**src/rtl/jstk_pkg.sv**
```systemverilog
// Shared definitions for the PmodJSTK SPI reader: FSM state encoding,
// joystick constants and default bus timing.
package jstk_pkg;

    typedef enum logic [2:0] {
        ST_IDLE,
        ST_SETUP,
        ST_SHIFT,
        ST_GAP,
        ST_DONE
    } jstk_state_e;

    localparam logic [9:0] JSTK_CENTER  = 10'd512;
    localparam logic [7:0] JSTK_LED_CMD = 8'h80;

    // Default timing, in clk cycles at 100 MHz
    localparam int unsigned CLK_DIV     = 64;
    localparam int unsigned SS_SETUP    = 1600;
    localparam int unsigned BYTE_GAP    = 1200;
    localparam int unsigned POLL_CYCLES = 1000000;

    localparam int unsigned NUM_BYTES   = 5;

    // Command byte that asks the joystick to drive its LEDs from led bits
    function automatic logic [7:0] jstk_led_cmd(input logic [1:0] leds);
        return JSTK_LED_CMD | {6'b0, leds};
    endfunction

endpackage

```
**src/rtl/spi_byte_shifter.sv**
```systemverilog
// Single 8-bit SPI mode-0 exchange, MSB first. Each bit is a low half then a
// high half of CLK_DIV clk cycles each; mosi changes at the start of the low
// half and miso is sampled on the edge that raises sclk. The exchange starts
// on the edge where start is high and done is high during the last cycle of
// the 8th high half, when rx_byte already holds the complete byte.
module spi_byte_shifter #(
    parameter int unsigned CLK_DIV = jstk_pkg::CLK_DIV
) (
    input  logic       clk,
    input  logic       clr,
    input  logic       start,
    input  logic [7:0] tx_byte,
    input  logic       miso,
    output logic [7:0] rx_byte,
    output logic       done,
    output logic       sclk,
    output logic       mosi
);

    localparam int unsigned DW = (CLK_DIV > 1) ? $clog2(CLK_DIV) : 1;
    localparam logic [DW-1:0] DIV_LAST = DW'(CLK_DIV - 1);

    logic          active;
    logic          high_half;
    logic [2:0]    bit_cnt;
    logic [DW-1:0] div_cnt;
    logic [7:0]    tx_sr;
    logic [7:0]    rx_sr;

    // Half-period divider, bit sequencing and both shift registers
    always_ff @(posedge clk or posedge clr) begin
        if (clr) begin
            active    <= 1'b0;
            high_half <= 1'b0;
            bit_cnt   <= '0;
            div_cnt   <= '0;
            tx_sr     <= '0;
            rx_sr     <= '0;
            sclk      <= 1'b0;
            mosi      <= 1'b0;
        end else if (start) begin
            active    <= 1'b1;
            high_half <= 1'b0;
            bit_cnt   <= '0;
            div_cnt   <= '0;
            tx_sr     <= tx_byte;
            sclk      <= 1'b0;
            mosi      <= tx_byte[7];
        end else if (active) begin
            if (div_cnt == DIV_LAST) begin
                div_cnt <= '0;
                if (!high_half) begin
                    high_half <= 1'b1;
                    sclk      <= 1'b1;
                    rx_sr     <= {rx_sr[6:0], miso};
                end else begin
                    high_half <= 1'b0;
                    sclk      <= 1'b0;
                    if (bit_cnt == 3'd7) begin
                        active <= 1'b0;
                        mosi   <= 1'b0;
                    end else begin
                        bit_cnt <= bit_cnt + 3'd1;
                        tx_sr   <= {tx_sr[6:0], 1'b0};
                        mosi    <= tx_sr[6];
                    end
                end
            end else begin
                div_cnt <= div_cnt + DW'(1);
            end
        end
    end

    // Completion flag for the final cycle of the last high half
    always_comb begin
        done = active && high_half && (div_cnt == DIV_LAST) && (bit_cnt == 3'd7);
    end

    assign rx_byte = rx_sr;

endmodule

```
**src/rtl/jstk_spi_reader.sv**
```systemverilog
// PmodJSTK poller: every POLL_CYCLES idle cycles runs a 5-byte SPI exchange
// and publishes X/Y/buttons atomically with a one-cycle sample_valid pulse.
// Build option: define JSTK_LED_EN to send the LED command byte built from
// leds; otherwise the command byte is 0x00 and leds is ignored.
module jstk_spi_reader #(
    parameter int unsigned CLK_DIV     = jstk_pkg::CLK_DIV,
    parameter int unsigned SS_SETUP    = jstk_pkg::SS_SETUP,
    parameter int unsigned BYTE_GAP    = jstk_pkg::BYTE_GAP,
    parameter int unsigned POLL_CYCLES = jstk_pkg::POLL_CYCLES
) (
    input  logic       clk,
    input  logic       clr,
    input  logic       miso,
    input  logic [1:0] leds,
    output logic       ss,
    output logic       sclk,
    output logic       mosi,
    output logic [9:0] joy_x,
    output logic [9:0] joy_y,
    output logic [2:0] btn,
    output logic       sample_valid,
    output logic       busy
);

    import jstk_pkg::*;

    localparam int unsigned T_MAX =
        (POLL_CYCLES > SS_SETUP)
            ? ((POLL_CYCLES > BYTE_GAP) ? POLL_CYCLES : BYTE_GAP)
            : ((SS_SETUP > BYTE_GAP) ? SS_SETUP : BYTE_GAP);
    localparam int unsigned TW = $clog2(T_MAX + 1);

    jstk_state_e state, next_state;

    logic [TW-1:0] timer;
    logic          tmr_clr;
    logic          start;
    logic          next_active;
    logic [2:0]    byte_idx;
    logic [7:0]    cmd_now;
    logic [7:0]    cmd_byte;
    logic [7:0]    tx_byte;
    logic [7:0]    rx_byte;
    logic          shift_done;

    logic [7:0]    x_lo;
    logic [1:0]    x_hi;
    logic [7:0]    y_lo;
    logic [1:0]    y_hi;
    logic [2:0]    btn_rx;

`ifdef JSTK_LED_EN
    assign cmd_now = jstk_led_cmd(leds);
`else
    logic unused_leds;
    assign unused_leds = ^leds;
    assign cmd_now     = 8'h00;
`endif

    assign tx_byte = (byte_idx == 3'd0) ? cmd_byte : 8'h00;

    // State register
    always_ff @(posedge clk or posedge clr) begin
        if (clr) state <= ST_IDLE;
        else     state <= next_state;
    end

    // Next-state logic, phase timer control and byte-start strobe
    always_comb begin
        next_state = state;
        tmr_clr    = 1'b0;
        start      = 1'b0;
        case (state)
            ST_IDLE: begin
                if (timer == TW'(POLL_CYCLES - 1)) begin
                    next_state = ST_SETUP;
                    tmr_clr    = 1'b1;
                end
            end
            ST_SETUP: begin
                if (timer == TW'(SS_SETUP - 1)) begin
                    next_state = ST_SHIFT;
                    tmr_clr    = 1'b1;
                    start      = 1'b1;
                end
            end
            ST_SHIFT: begin
                if (shift_done) begin
                    tmr_clr    = 1'b1;
                    next_state = (byte_idx == 3'(NUM_BYTES - 1)) ? ST_DONE : ST_GAP;
                end
            end
            ST_GAP: begin
                if (timer == TW'(BYTE_GAP - 1)) begin
                    next_state = ST_SHIFT;
                    tmr_clr    = 1'b1;
                    start      = 1'b1;
                end
            end
            ST_DONE: begin
                next_state = ST_IDLE;
                tmr_clr    = 1'b1;
            end
            default: begin
                next_state = ST_IDLE;
                tmr_clr    = 1'b1;
            end
        endcase
        next_active = (next_state == ST_SETUP) || (next_state == ST_SHIFT) ||
                      (next_state == ST_GAP);
    end

    // Shared phase timer for IDLE, SETUP and GAP; parked at zero while shifting
    always_ff @(posedge clk or posedge clr) begin
        if (clr)                                                   timer <= '0;
        else if (tmr_clr || state == ST_SHIFT || state == ST_DONE) timer <= '0;
        else                                                       timer <= timer + TW'(1);
    end

    // Command latch on SETUP entry, byte index and received-field capture
    always_ff @(posedge clk or posedge clr) begin
        if (clr) begin
            cmd_byte <= '0;
            byte_idx <= '0;
            x_lo     <= '0;
            x_hi     <= '0;
            y_lo     <= '0;
            y_hi     <= '0;
            btn_rx   <= '0;
        end else begin
            if (state == ST_IDLE && next_state == ST_SETUP) begin
                cmd_byte <= cmd_now;
                byte_idx <= '0;
            end else if (shift_done) begin
                byte_idx <= byte_idx + 3'd1;
                case (byte_idx)
                    3'd0:    x_lo   <= rx_byte;
                    3'd1:    x_hi   <= rx_byte[1:0];
                    3'd2:    y_lo   <= rx_byte;
                    3'd3:    y_hi   <= rx_byte[1:0];
                    default: btn_rx <= rx_byte[2:0];
                endcase
            end
        end
    end

    // Registered slave select, busy flag and atomic output update on DONE
    always_ff @(posedge clk or posedge clr) begin
        if (clr) begin
            ss           <= 1'b1;
            busy         <= 1'b0;
            joy_x        <= JSTK_CENTER;
            joy_y        <= JSTK_CENTER;
            btn          <= '0;
            sample_valid <= 1'b0;
        end else begin
            ss           <= ~next_active;
            busy         <= next_active;
            sample_valid <= (state == ST_DONE);
            if (state == ST_DONE) begin
                joy_x <= {x_hi, x_lo};
                joy_y <= {y_hi, y_lo};
                btn   <= btn_rx;
            end
        end
    end

    spi_byte_shifter #(
        .CLK_DIV (CLK_DIV)
    ) u_shifter (
        .clk     (clk),
        .clr     (clr),
        .start   (start),
        .tx_byte (tx_byte),
        .miso    (miso),
        .rx_byte (rx_byte),
        .done    (shift_done),
        .sclk    (sclk),
        .mosi    (mosi)
    );

endmodule

```
**config.mk**
```make
export PLATFORM = sky130hd
export DESIGN_NAME = jstk_spi_reader
export DESIGN_NICKNAME = d
export VERILOG_FILES = /design/src/rtl/jstk_pkg.sv /design/src/rtl/spi_byte_shifter.sv /design/src/rtl/jstk_spi_reader.sv
export SDC_FILE = /design/constraint.sdc
export NUM_CORES = 1
export LEC_CHECK = 0
export CAP_MARGIN = 30
export CORE_MARGIN = 5
export CORE_UTILIZATION = 50
export DETAILED_ROUTE_END_ITERATION = 16
export PLACE_DENSITY = 0.8
export SLEW_MARGIN = 30
export SYNTH_ARGS = -nofsm -noshare
export SYNTH_HDL_FRONTEND = slang
export SYNTH_HIERARCHICAL = 1
export SYNTH_SLANG_ARGS = --single-unit
```
**constraint.sdc**
```tcl
create_clock -name clk -period 3.5 [get_ports clk]
set_clock_uncertainty 0.1 [all_clocks]
set_input_delay 1.05 -clock clk [delete_from_list [all_inputs] [get_ports clk]]
set_output_delay 1.05 -clock clk [all_outputs]
set_load 0.02 [all_outputs]
```
# [Yosys cells after proc, flatten, opt, wreduce, memory -nomap -nowiden]
# Cells that the tools add are included.
# Widths: inputs -> output; s select.
[word_totals] reg_bits=102 latch_bits=0 ram_bits=0 romBits=0 inputBits=5 output_inout_bits=28 wordCells=113 n_memories=0
[classes] add_sub_neg=4 n_mul=0 div=0 order_cmp=0 n_eq_ne=17 shifts=0 mux=42 bitwise=5 n_reduce_logical=24
[op_table] operator="$eq 20x11->1 const B" count=2
[op_table] operator="$mux 3" count=12
[op_table] operator="$mux 7" count=5
[op_table] operator="$add 20x1->20 const B" count=1
[op_table] operator="$eq 20x20->1 const B" count=1
[op_table] operator="$mux 20" count=1
[op_table] operator="$eq 3x2->1 const B" count=6
[op_table] operator="$mux 1" count=18
[op_table] operator="$mux 6" count=3
[op_table] operator="$reduce_and 3->1" count=6
[op_table] operator="$pmux 3 s4" count=1
[op_table] operator="$eq 3x1->1 const B" count=3
[op_table] operator="$eq 3x3->1 const B" count=3
[op_table] operator="$reduce_and 4->1" count=2
[op_table] operator="$reduce_bool 2->1" count=4
[op_table] operator="$add 3x1->3 const B" count=2
[op_table] operator="$add 6x1->6 const B" count=1
[op_table] operator="$eq 6x6->1 const B" count=1
[op_table] operator="$logic_not 3->1" count=2
[op_table] operator="$not 1->1" count=5
[op_table] operator="$logic_and 1x1->1" count=4
[op_table] operator="$logic_or 1x1->1" count=4
[op_table] operator="$pmux 1 s4" count=1
[op_table] operator="$reduce_or 4->1" count=1
[op_table] operator="other kinds (3)" count=3

# [Depth between registers and ports, before layout]
# Gate-level depths: netlist of run 1.
[depth] depth_word=9 depth_mapped=10 ltp_nobuf=8

# [By module]
# Netlist of run 1, hierarchy kept.
[modules_own_cells] mod="jstk_spi_reader" instances=1 cells_per_inst=262 area_each_um2=3284.4 seq_area_each_um2=1880.6
[modules_own_cells] mod="spi_byte_shifter" instances=1 cells_per_inst=120 area_each_um2=1353.8 seq_area_each_um2=675.6

# [Least setup slack after synthesis of run 1]
# OpenSTA, ideal clock, no wires.
[synth_timing] path_kind="reg-to-reg" start="register timer[0]" end="register u_shifter.div_cnt[0]" t_arrival_ps=2684 t_required_ps=3268 setup_slack_ps=584 stages_incl_launch_ff=10 n_path_buf=3 period_less_slack_ps=2916 cell_sequence="dfrtp_1 -> ha_1 -> nand3_2 -> or4_4 -> or3_1 -> o21ai_0 -> clkbuf_1 -> clkbuf_1 -> clkbuf_1 -> nor2_1"
[synth_via] elab_chain_cells=4 word_cells_on_any_way=7
[synth_rtl] item="start: declaration" line_no="jstk_spi_reader.sv:35" source="logic [TW-1:0] timer;"
[synth_rtl] item="start signal: assignment" line_no="jstk_spi_reader.sv:117" source="else timer <= timer + TW'(1);"
[synth_rtl] item="$eq 20x11->1, on equally long branches" line_no="jstk_spi_reader.sv:94, jstk_spi_reader.sv:81"
[synth_rtl] item="$mux 1, on equally long branches" line_no="jstk_spi_reader.sv:94, jstk_spi_reader.sv:81"
[synth_rtl] item="$pmux 1 s2 *" line_no="jstk_spi_reader.sv:73" source="case (state)"
[synth_rtl] item="via start" line_no="jstk_spi_reader.sv:37" source="logic start;"
[synth_rtl] item="$mux 6 / $reduce_bool 2->1 (equally long branches)"
[synth_rtl] item="end signal: assignment" line_no="spi_byte_shifter.sv:69" source="div_cnt <= div_cnt + DW'(1);"
[synth_rtl] item="end: declaration" line_no="spi_byte_shifter.sv:26" source="logic [DW-1:0] div_cnt;"
# Mark *: on every way through the listed nets, which the timed path passes. The rest lies on a longest branch.
# A chain may end at the register's enable or synchronous reset.

# [Worst setup path after layout of run 1]
[layout_timing] start="register timer[14]" end="register u_shifter.rx_sr[5], in the netlist u_shifter/rx_byte[5]"
[layout_via] elab_chain_cells=5 word_cells_on_any_way=7
[layout_rtl] item="$eq 20x11->1, on equally long branches" line_no="jstk_spi_reader.sv:94, jstk_spi_reader.sv:81"
[layout_rtl] item="$mux 1, on equally long branches" line_no="jstk_spi_reader.sv:94, jstk_spi_reader.sv:81"
[layout_rtl] item="$pmux 1 s2 *" line_no="jstk_spi_reader.sv:73"
[layout_rtl] item="via start" line_no="jstk_spi_reader.sv:37"
[layout_rtl] item="$not 1->1 (no line) *"
[layout_rtl] item="$reduce_and 4->1 (no line) *"
[layout_rtl] item="end signal: assignment" line_no="spi_byte_shifter.sv:55" source="rx_sr <= {rx_sr[6:0], miso};"
[layout_rtl] item="end: declaration" line_no="spi_byte_shifter.sv:28" source="logic [7:0] rx_sr;"
# Marked as above.

==> results.sh, run 1 <==
export IMPL_status="finished, final reports clean"
export IMPL_crit_required_ns=3.66
export IMPL_min_from="x_lo[0]$_DFFE_PP0P_"
export IMPL_finalHoldViolCount=0
export IMPL_grt_pass1_wl_um=14100
export IMPL_ys_ff_latch=102
export IMPL_synthCells=382
export IMPL_overflow=0
export IMPL_postCtsSetupRepairBufs=0
export IMPL_row_count=35
export IMPL_via_per_inst=5.51
export IMPL_worst_slack_ns=0.339
export IMPL_synthArstFlopShare=1.00
export IMPL_grtUsageTotal=0.152
export IMPL_leakagePower_nw=2.52
export IMPL_crit_arrival_ns=3.32
export IMPL_start_util=0.507
export IMPL_p_clk_frac=0.377
export IMPL_dieHeight_um=106
export IMPL_pre_cts_ws_ns=0.367
export IMPL_htree_levels=3
export IMPL_startpoint_type="flip-flop"
export IMPL_yosysTopAreaCellShare=0.534
export IMPL_cts_buffers=9
export IMPL_wl_per_cell_um=14.9
export IMPL_placed_cell_area_um2=5070
export IMPL_cts_root_buffer="clkbuf_8"
export IMPL_nets=429
export IMPL_yosysTopAreaCell="dfrtp_1"
export IMPL_synth_edf_count=0
export IMPL_ys_top_cells_by_area="dfrtp_1, mux2_1, mux2_2"
export IMPL_clkTransAtPathRegs_ns=0.11
export IMPL_p_comb_frac=0.015
export IMPL_antenna_found_initial=0
export IMPL_crit_fanout=15
export IMPL_synthDistinctLibCells=53
export IMPL_dr_first_iter_drc_count=166
export IMPL_p_int_mw=1.48
export IMPL_max_clock_freq_mhz=316
export IMPL_final_cell_area_um2=5270
export IMPL_ant_nets=0
export IMPL_die_width_um=106
export IMPL_fp_coreArea_um2=9150
export IMPL_crit_top_cell="or4_1"
export IMPL_slew_violations=0
export IMPL_ctsHoldBuffers=0
export IMPL_ys_seq_area_frac=0.551
export IMPL_max_stage_delay_ns=0.56
export IMPL_hold_path_class="flip-flop to flip-flop"
export IMPL_post_route_util=0.575
export IMPL_whs_ns=0.388
export IMPL_grt_pass1_vias=2964
export IMPL_totalWireLength_um=7900
export IMPL_switching_power_uw=459
export IMPL_yosysWarnings=6
export IMPL_die_area_um2=11300
export IMPL_startpoint="timer[14]$_DFF_PP0_"
export IMPL_vias=2928
export IMPL_slew_headroom=0.537
export IMPL_critical_path_class="flip-flop to flip-flop"
export IMPL_ios=33
export IMPL_portBuffers=30
export IMPL_clock_path_buffers=2
export IMPL_cts_sinks=102
export IMPL_clock_latency_ns=0.36
export IMPL_area_growth_pct=13.5
export IMPL_place_congestion=0.824
export IMPL_num_antenna_cells=0
export IMPL_seq_power_share=0.607
export IMPL_path_cells="nor4b_1, nand4_1, or4_1, o21ai_2, or4_1, mux2_4"
export IMPL_total_power_mw=1.94
export IMPL_tightest_slew_ns=0.692
export IMPL_cp_top_family="simple AND/OR/NAND/NOR gates"
export IMPL_p_sw_frac=0.236
export IMPL_drt_pass1_iter_count=4
export IMPL_end_kind="flip-flop"
export IMPL_rsz0062_at_grt="no"
export IMPL_final_setup_tns_ns=0
export IMPL_path_buf_inv=0
export IMPL_ir_drop_mv=0.190
export IMPL_setup_viol=0
export IMPL_drc=0
export IMPL_fin_crit_sh=0.903
export IMPL_drv_cap=0
export IMPL_power_per_cell_area_nw_per_um2=369
export IMPL_dp_cells=515
export IMPL_r2r_start="timer[14]$_DFF_PP0_"
export IMPL_synth_area_um2=4640
export IMPL_cts_resized=0
export IMPL_fill_cells=712
export IMPL_crit_path_top_delay_cell="or4_1"
export IMPL_drive_gt1_frac=0.155
export IMPL_grt_start_max_net_pins=76
export IMPL_layout_min_cycle_time_ns=3.16
export IMPL_cts_tree="built"
export IMPL_hpwl_um=5320
export IMPL_fin_cells=531
export IMPL_avgSynthCellArea_um2=12.1
export IMPL_synthFlopType="dfrtp_1"
-- synth_stat cells (all sizes together) (2+ instances only) --
library cell  count
dfrtp            99
mux2             54
nor2             37
clkbuf           14
nand3            14
nand2            13
xnor2            13
inv              11
nand4            10
xor2             10
ha                9
and3              8
nor2b             8
buf               7
nor3              7
a221o             6
or4               5
a21oi             4
nand2b            4
o21ai             4
o31a              4
and2              3
dfstp             3
nor4b             3
nor4bb            3
o31ai             3
or3               3
a211oi            2
mux2i             2
nand3b            2
nand4b            2
nor4              2
-- metal layers --
layer / GRT usage / routed length, µm / up-vias / part of all wire
met5: 0 / 0 / - / 0
met4: 0.0555 / 99 / 0 / 0.013
met3: 0.0261 / 194 / 6 / 0.025
met2: 0.255 / 3900 / 47 / 0.49
met1: 0.199 / 3710 / 1467 / 0.47
li1: - / - / 1408 / -
-- cell families after synthesis --
kind of cell | count (synthesis) | synth area share
and+or+nand+nor | 128 | 0.156
muxes | 56 | 0.142
DFF | 102 | 0.551
buffers and inverters | 32 | 0.0302
xor gates and xnor gates | 23 | 0.0434
AOI/OAI and AO/OA | 31 | 0.0521
adders and majority gates | 9 | 0.0243
other | 1 | 0.000809
-- final timing paths --
kind / to / slack, ns / cells after the start
max in group asynchronous: ss$_DFF_PP1_ / 1.96 / 3
worst min register to register: x_lo[0]$_DFFE_PP0P_ / 0.39 / 1
worst min-delay path: x_lo[0]$_DFFE_PP0P_ / 0.39 / 1
min in group asynchronous: x_lo[6]$_DFFE_PP0P_ / 0.98 / 3
worst max-delay path: u_shifter/rx_byte[5]$_DFFE_PP0P_ / 0.34 / 6
worst max register to register: u_shifter/rx_byte[5]$_DFFE_PP0P_ / 0.34 / 6
-- area by class of cell --
type,instances,area (µm²),area share
Inverter,11,41.3,0.00784
Multi-Input combinational cell,255,1970,0.375
Tap cell,111,139,0.0264
Sequential cell,102,2560,0.486
Clock inverter,6,57.6,0.0109
Timing Repair Buffer,36,362,0.0687
Clock buffer,10,138,0.0261
-- placed cells by master (no fill, tap or decap), types with 6 or more instances in the layout --
cell,netlist,layout
a221o_1,6,6
nand3_1,12,12
dfrtp_1,99,99
inv_1,11,10
nor2b_1,8,8
mux2_2,23,23
ha_1,9,9
nor3_1,7,7
mux2_4,8,8
and3_1,8,8
nand2_1,13,13
conb_1,1,8
mux2_1,23,23
xor2_1,10,10
clkdlybuf4s50_1,0,30
clkbuf_8,0,10
nand4_1,10,10
nor2_1,37,37
xnor2_1,13,13
-- sequential cells by signal, summed over array words and instances (netlist names), 3 cells and up --
signal / count
u_shifter/tx_sr: 7
byte_idx: 3
u_shifter/rx_byte: 8
u_shifter/div_cnt: 6
y_lo: 8
btn_rx: 3
state: 3
joy_y: 10
btn: 3
u_shifter/bit_cnt: 3
timer: 20
joy_x: 10
x_lo: 8
-- power by group through the flow --
| stage | clock network [mW] | logic [mW] | registers [mW] |
|---|---|---|---|
| after CTS | 0.757 | 0.0320 | 1.18 |
| after floorplan | 0 | 0.0190 | 1.20 |
| final | 0.732 | 0.0301 | 1.18 |
| after detailed placement | 0 | 0.0320 | 1.20 |
| after global routing | 0.803 | 0.0365 | 1.18 |
| after global placement | 0 | 0.0310 | 1.20 |
Note: power is estimated with default switching activity, not from simulation.
==> run 2: changes to the inputs <==
--- a/config.mk
+++ b/config.mk
@@ -6,10 +6,12 @@
 export NUM_CORES = 1
 export LEC_CHECK = 0
 export CAP_MARGIN = 30
+export CELL_PAD_IN_SITES_DETAIL_PLACEMENT = 0
+export CELL_PAD_IN_SITES_GLOBAL_PLACEMENT = 2
 export CORE_MARGIN = 5
-export CORE_UTILIZATION = 50
+export CORE_UTILIZATION = 40
 export DETAILED_ROUTE_END_ITERATION = 16
-export PLACE_DENSITY = 0.8
+export PLACE_DENSITY = 0.89
 export SLEW_MARGIN = 30
 export SYNTH_ARGS = -nofsm -noshare
 export SYNTH_HDL_FRONTEND = slang
==> run 2 against run 1 <==
Against the previous run: fmax increased by 4.9%; sequential power about the same; critical path depth did not move; wire length grew 2.0%; sequential share of layout area decreased by 1.2 points; power up 13%; via count is 1.4% lower; cell count grew 6.2%; worst hold slack got worse by 0.0062 ns; largest cell class unchanged.
==> results.sh, run 2 (synthesized netlist as in run 1, its figures left out) <==
export IMPL_layout_min_cycle_time_ns=3.01
export IMPL_dr_first_iter_drc_count=156
export IMPL_ff2ff_path_depth=6
export IMPL_nets=430
export IMPL_cts_root_buffer="clkbuf_16"
export IMPL_leakagePower_nw=2.56
export IMPL_dieHeight_um=118
export IMPL_start_util=0.408
export IMPL_largest_reg_flops=20
export IMPL_fin_crit_sh=0.861
export IMPL_cts_buffers=9
export IMPL_crit_arrival_ns=3.15
export IMPL_rsz0062_at_grt="no"
export IMPL_p_sw_frac=0.229
export IMPL_die_width_um=118
export IMPL_post_route_util=0.475
export IMPL_num_antenna_cells=0
export IMPL_whs_ns=0.382
export IMPL_layout_common_cells="dfrtp_1, nor2_1, clkdlybuf4s50_1"
export IMPL_max_clock_freq_mhz=332
export IMPL_critical_path_class="flip-flop to flip-flop"
export IMPL_grt_start_max_net_pins=39
export IMPL_startpoint="timer[14]$_DFF_PP0_"
export IMPL_clkTransAtPathRegs_ns=0.07
export IMPL_top_register="timer"
export IMPL_antenna_found_initial=0
export IMPL_portBuffers=30
export IMPL_hold_path_class="flip-flop to flip-flop"
export IMPL_drive_gt1_frac=0.157
export IMPL_switching_power_uw=503
export IMPL_min_from="timer[0]$_DFF_PP0_"
export IMPL_crit_fanout=8
export IMPL_grtUsageTotal=0.122
export IMPL_status="finished, final reports clean"
export IMPL_row_count=39
export IMPL_seq_power_share=0.538
export IMPL_totalWireLength_um=8050
export IMPL_p_comb_frac=0.014
export IMPL_grt_pass1_wl_um=14000
export IMPL_clock_latency_ns=0.35
export IMPL_rrSetupSlack_ns=0.49
export IMPL_cts_sinks=102
export IMPL_die_area_um2=13800
export IMPL_cp_depth=6
export IMPL_r2r_start="timer[14]$_DFF_PP0_"
export IMPL_path_buf_inv=0
export IMPL_cts_tree="built"
export IMPL_path_cells="nor4b_1, nand4_1, or4_1, o21ai_2, or4_1, mux2_4"
export IMPL_pre_cts_ws_ns=0.470
export IMPL_ios=33
export IMPL_crit_path_top_delay_cell="or4_1"
export IMPL_drt_pass1_iter_count=4
export IMPL_place_congestion=0.765
export IMPL_wl_per_cell_um=14.3
export IMPL_overflow=0
export IMPL_max_stage_delay_ns=0.57
export IMPL_fp_coreArea_um2=11400
export IMPL_worstHoldPathCells=1
export IMPL_cp_top_family="simple AND/OR/NAND/NOR gates"
export IMPL_slew_headroom=0.525
export IMPL_final_common_cell="dfrtp_1"
export IMPL_clock_path_buffers=2
export IMPL_grt_pass1_vias=2825
export IMPL_tightest_slew_ns=0.706
export IMPL_crit_required_ns=3.63
export IMPL_final_setup_tns_ns=0
export IMPL_vias=2886
export IMPL_startpoint_type="flip-flop"
export IMPL_worst_slack_ns=0.485
export IMPL_reg_top3="timer (20), joy_x (10), joy_y (10)"
export IMPL_slew_violations=0
export IMPL_cts_resized=0
export IMPL_p_clk_frac=0.449
export IMPL_finalHoldViolCount=0
export IMPL_power_per_cell_area_nw_per_um2=406
export IMPL_area_growth_pct=16.5
export IMPL_p_int_mw=1.69
export IMPL_r2r_end="u_shifter/rx_byte[2]$_DFFE_PP0P_"
export IMPL_drv_cap=0
export IMPL_ir_drop_mv=0.261
export IMPL_end_kind="flip-flop"
export IMPL_hpwl_um=5560
export IMPL_via_per_inst=5.12
export IMPL_setup_viol=0
export IMPL_ant_nets=0
export IMPL_ctsHoldBuffers=0
export IMPL_drc=0
export IMPL_postCtsSetupRepairBufs=0
export IMPL_holdPathEnd="timer[0]$_DFF_PP0_"
export IMPL_htree_levels=3
export IMPL_crit_top_cell="or4_1"
run 2: changes by cell type in the layout (fill, tap and decap cells not counted), sizes merged:
cell | previous run | this run
clkinvlp | 0 | 1
inv | 17 | 15
buf | 6 | 7
clkinv | 0 | 2
clkbuf | 10 | 9
run 2: worst max-delay path by stage:
stage	to	slack, ns
5_1_grt	u_shifter/rx_byte[2]$_DFFE_PP0P_	0.32
3_5_place_dp	u_shifter/rx_byte[2]$_DFFE_PP0P_	0.47
3_3_place_gp	u_shifter/rx_byte[7]$_DFFE_PP0P_	0.53
6_report	u_shifter/rx_byte[2]$_DFFE_PP0P_	0.49
4_1_cts	u_shifter/rx_byte[2]$_DFFE_PP0P_	0.46
2_1_floorplan	btn[0]$_DFFE_PP0P_	0.44
run 2: final cells by class:
| type | instances | area [µm²] |
|---|---|---|
| Fill cell | 1031 | 5970 |
| Sequential cell | 102 | 2560 |
| Multi-Input combinational cell | 255 | 1970 |
| Timing Repair Buffer | 37 | 353 |
| Clock buffer | 9 | 225 |
| Tap cell | 143 | 179 |
| Clock inverter | 7 | 75.1 |
| Inverter | 11 | 41.3 |
run 2: through the flow:
stage	area [µm²]	total power, mW	std cells
after floorplan	4660	1.22	389
after global placement	5100	1.23	548
after detailed placement	5100	1.23	548
after CTS	5400	2.22	564
after global routing	5400	2.27	564
final	5400	2.19	564
run 2: power by group through the flow:
stage                     clock network (mW)  registers, mW  logic [mW]
after detailed placement                   0           1.20      0.0315
after CTS                               1.01           1.18      0.0314
after global placement                     0           1.20      0.0309
final                                  0.984           1.18      0.0297
after floorplan                            0           1.20      0.0190
after global routing                    1.06           1.18      0.0359
run 2: per-layer routing:
layer / up-vias / track usage / part of all wire
met5: - / 0 / 0
met4: 0 / 0.0667 / 0.023
met3: 12 / 0.0221 / 0.031
met2: 34 / 0.182 / 0.44
met1: 1432 / 0.169 / 0.51
li1: 1408 / - / -
==> run 3: changes to the inputs <==
--- a/config.mk
+++ b/config.mk
@@ -12,6 +12,7 @@
 export CORE_UTILIZATION = 40
 export DETAILED_ROUTE_END_ITERATION = 16
 export PLACE_DENSITY = 0.89
+export SETUP_SLACK_MARGIN = 0.5
 export SLEW_MARGIN = 30
 export SYNTH_ARGS = -nofsm -noshare
 export SYNTH_HDL_FRONTEND = slang
==> constraint.sdc (replaced) <==
create_clock -name clk -period 3.5 [get_ports clk]
set_clock_uncertainty 0.1 [all_clocks]
set_input_delay 0.35 -clock clk [delete_from_list [all_inputs] [get_ports clk]]
set_output_delay 0.35 -clock clk [all_outputs]
set_load 0.02 [all_outputs]
==> run 3 against run 2 <==
Against the previous run: critical path depth rose by 3; sequential share of layout area decreased by 0.41 points; largest cell class unchanged; clock power fell by 2.0%; fmax grew 4.7%; power decreased by 0.89%; register-to-register slack better by 0.13 ns; flip-flop and latch count is the same; utilization increased by 0.42 points; count of clock-buffer cells in the layout rose by 1.
==> results.sh, run 3 (synthesized netlist as in run 1, its figures left out) <==
export IMPL_status="finished, final reports clean"
export IMPL_setup_viol=0
export IMPL_cts_root_buffer="clkbuf_16"
export IMPL_fin_crit_sh=0.823
export IMPL_slew_violations=0
export IMPL_grtUsageTotal=0.126
export IMPL_via_per_inst=5.15
export IMPL_die_width_um=118
export IMPL_startpoint_type="flip-flop"
export IMPL_clock_latency_ns=0.35
export IMPL_dr_first_iter_drc_count=165
export IMPL_totalWireLength_um=8250
export IMPL_leakagePower_nw=2.57
export IMPL_drc=0
export IMPL_power_per_cell_area_nw_per_um2=399
export IMPL_vias=2910
export IMPL_layout_min_cycle_time_ns=2.88
export IMPL_die_area_um2=13800
export IMPL_ios=33
export IMPL_cts_buffers=9
export IMPL_final_common_cell="dfrtp_1"
export IMPL_whs_ns=0.349
export IMPL_row_count=39
export IMPL_grt_start_max_net_pins=42
export IMPL_critical_path_class="flip-flop to flip-flop"
export IMPL_crit_required_ns=3.67
export IMPL_ant_nets=0
export IMPL_num_antenna_cells=0
export IMPL_antenna_found_initial=0
export IMPL_drive_gt1_frac=0.168
export IMPL_grt_pass1_vias=2862
export IMPL_cts_sinks=102
export IMPL_overflow=0
export IMPL_max_clock_freq_mhz=347
export IMPL_slew_headroom=0.499
export IMPL_final_setup_tns_ns=0
export IMPL_tightest_slew_ns=0.751
export IMPL_crit_arrival_ns=3.05
export IMPL_drv_cap=0
export IMPL_clkTransAtPathRegs_ns=0.07
export IMPL_ir_drop_mv=0.252
export IMPL_drt_pass1_iter_count=4
export IMPL_crit_fanout=8
export IMPL_grt_pass1_wl_um=14300
export IMPL_hold_path_class="input pin to async pin"
export IMPL_cts_tree="built"
export IMPL_fp_coreArea_um2=11400
export IMPL_nets=431
export IMPL_reg_top3="timer (20), joy_x (10), joy_y (10)"
export IMPL_start_util=0.408
export IMPL_area_growth_pct=17.5
export IMPL_ctsHoldBuffers=0
export IMPL_wl_per_cell_um=14.6
export IMPL_rsz0062_at_grt="no"
export IMPL_htree_levels=3
export IMPL_end_kind="flip-flop"
export IMPL_hpwl_um=5540
export IMPL_layout_common_cells="dfrtp_1, nor2_1, clkdlybuf4s50_1"
export IMPL_finalHoldViolCount=0
export IMPL_dieHeight_um=118
export IMPL_portBuffers=30
export IMPL_clock_path_buffers=2
export IMPL_top_register="timer"
export IMPL_place_congestion=0.749
export IMPL_largest_reg_flops=20
-- run 3: cell types whose count changed in the layout (fill, tap and decap cells not counted), sizes merged --
cell,delta
clkinv,+2
inv,-3
buf,+1
clkbuf,+1
-- run 3: power breakdown --
| group | switching, mW | internal (mW) |
|---|---|---|
| combinational | 0.0244 | 0.00531 |
| sequential | 0.00129 | 1.18 |
| clock | 0.451 | 0.514 |
-- run 3: layer usage --
| layer | routed length [µm] | up-vias | global-route usage |
|---|---|---|---|
| li1 | - | 1403 | - |
| met5 | 0 | - | 0 |
| met1 | 4140 | 1461 | 0.171 |
| met2 | 3620 | 33 | 0.183 |
| met3 | 259 | 13 | 0.0279 |
| met4 | 225 | 0 | 0.0746 |
-- run 3: path summary, 6_finish.rpt --
path / startpoint / endpoint / slack, ns / cells past startpoint
worst max-delay path: timer[0]$_DFF_PP0_ / u_shifter/div_cnt[5]$_DFFE_PP0P_ / 0.62 / 9
worst min-delay path: clr / u_shifter/rx_byte[7]$_DFFE_PP0P_ / 0.35 / 2
worst max register to register: timer[0]$_DFF_PP0_ / u_shifter/div_cnt[5]$_DFFE_PP0P_ / 0.62 / 9
worst min register to register: y_lo[0]$_DFFE_PP0P_ / y_lo[0]$_DFFE_PP0P_ / 0.38 / 1
max in group asynchronous: clr / ss$_DFF_PP1_ / 2.15 / 3
min in group clk: y_lo[0]$_DFFE_PP0P_ / y_lo[0]$_DFFE_PP0P_ / 0.38 / 1
-- run 3: area by class of cell --
class	count	area, µm²
flip-flops and latches	102	2560
multi-input cells	255	2000
inverters	11	41.3
repair buffers	38	377
fillers	1020	5920
well taps	143	179
clock inverters	6	57.6
clock buffers	10	239
-- run 3: stage by stage --
stage | cells | utilization | power [mW] | cell area (µm²) | setup slack, ns
2_1_floorplan | 389 | - | 1.22 | 4660 | 0.584
3_3_place_gp | 548 | 0.450 | 1.23 | 5110 | 0.527
3_5_place_dp | 548 | 0.450 | 1.23 | 5110 | 0.495
4_1_cts | 564 | 0.476 | 2.21 | 5420 | 0.511
5_1_grt | 565 | 0.479 | 2.26 | 5450 | 0.516
6_report | 565 | 0.479 | 2.17 | 5450 | 0.620
-- run 3: repair_timing --
| item | in CTS | in global routing |
|---|---|---|
| setup buffers | 0 | 1 |
| gates resized for setup | 1 | 5 |
| endpoints found under the setup margin | 1 | 30 |
| endpoints found under the hold margin | 0 | 0 |
| pin swaps | 0 | 1 |
-- run 3: worst max-delay path: stages, from the launching register on --
cell and delay (ns):
dfrtp_1 0.43, ha_4 0.18, nand3_4 0.09, or4_4 0.57, or3_1 0.43, o21ai_2 0.11, buf_6 0.16, o2111ai_2 0.17
or3_1 0.38, a31oi_1 0.18
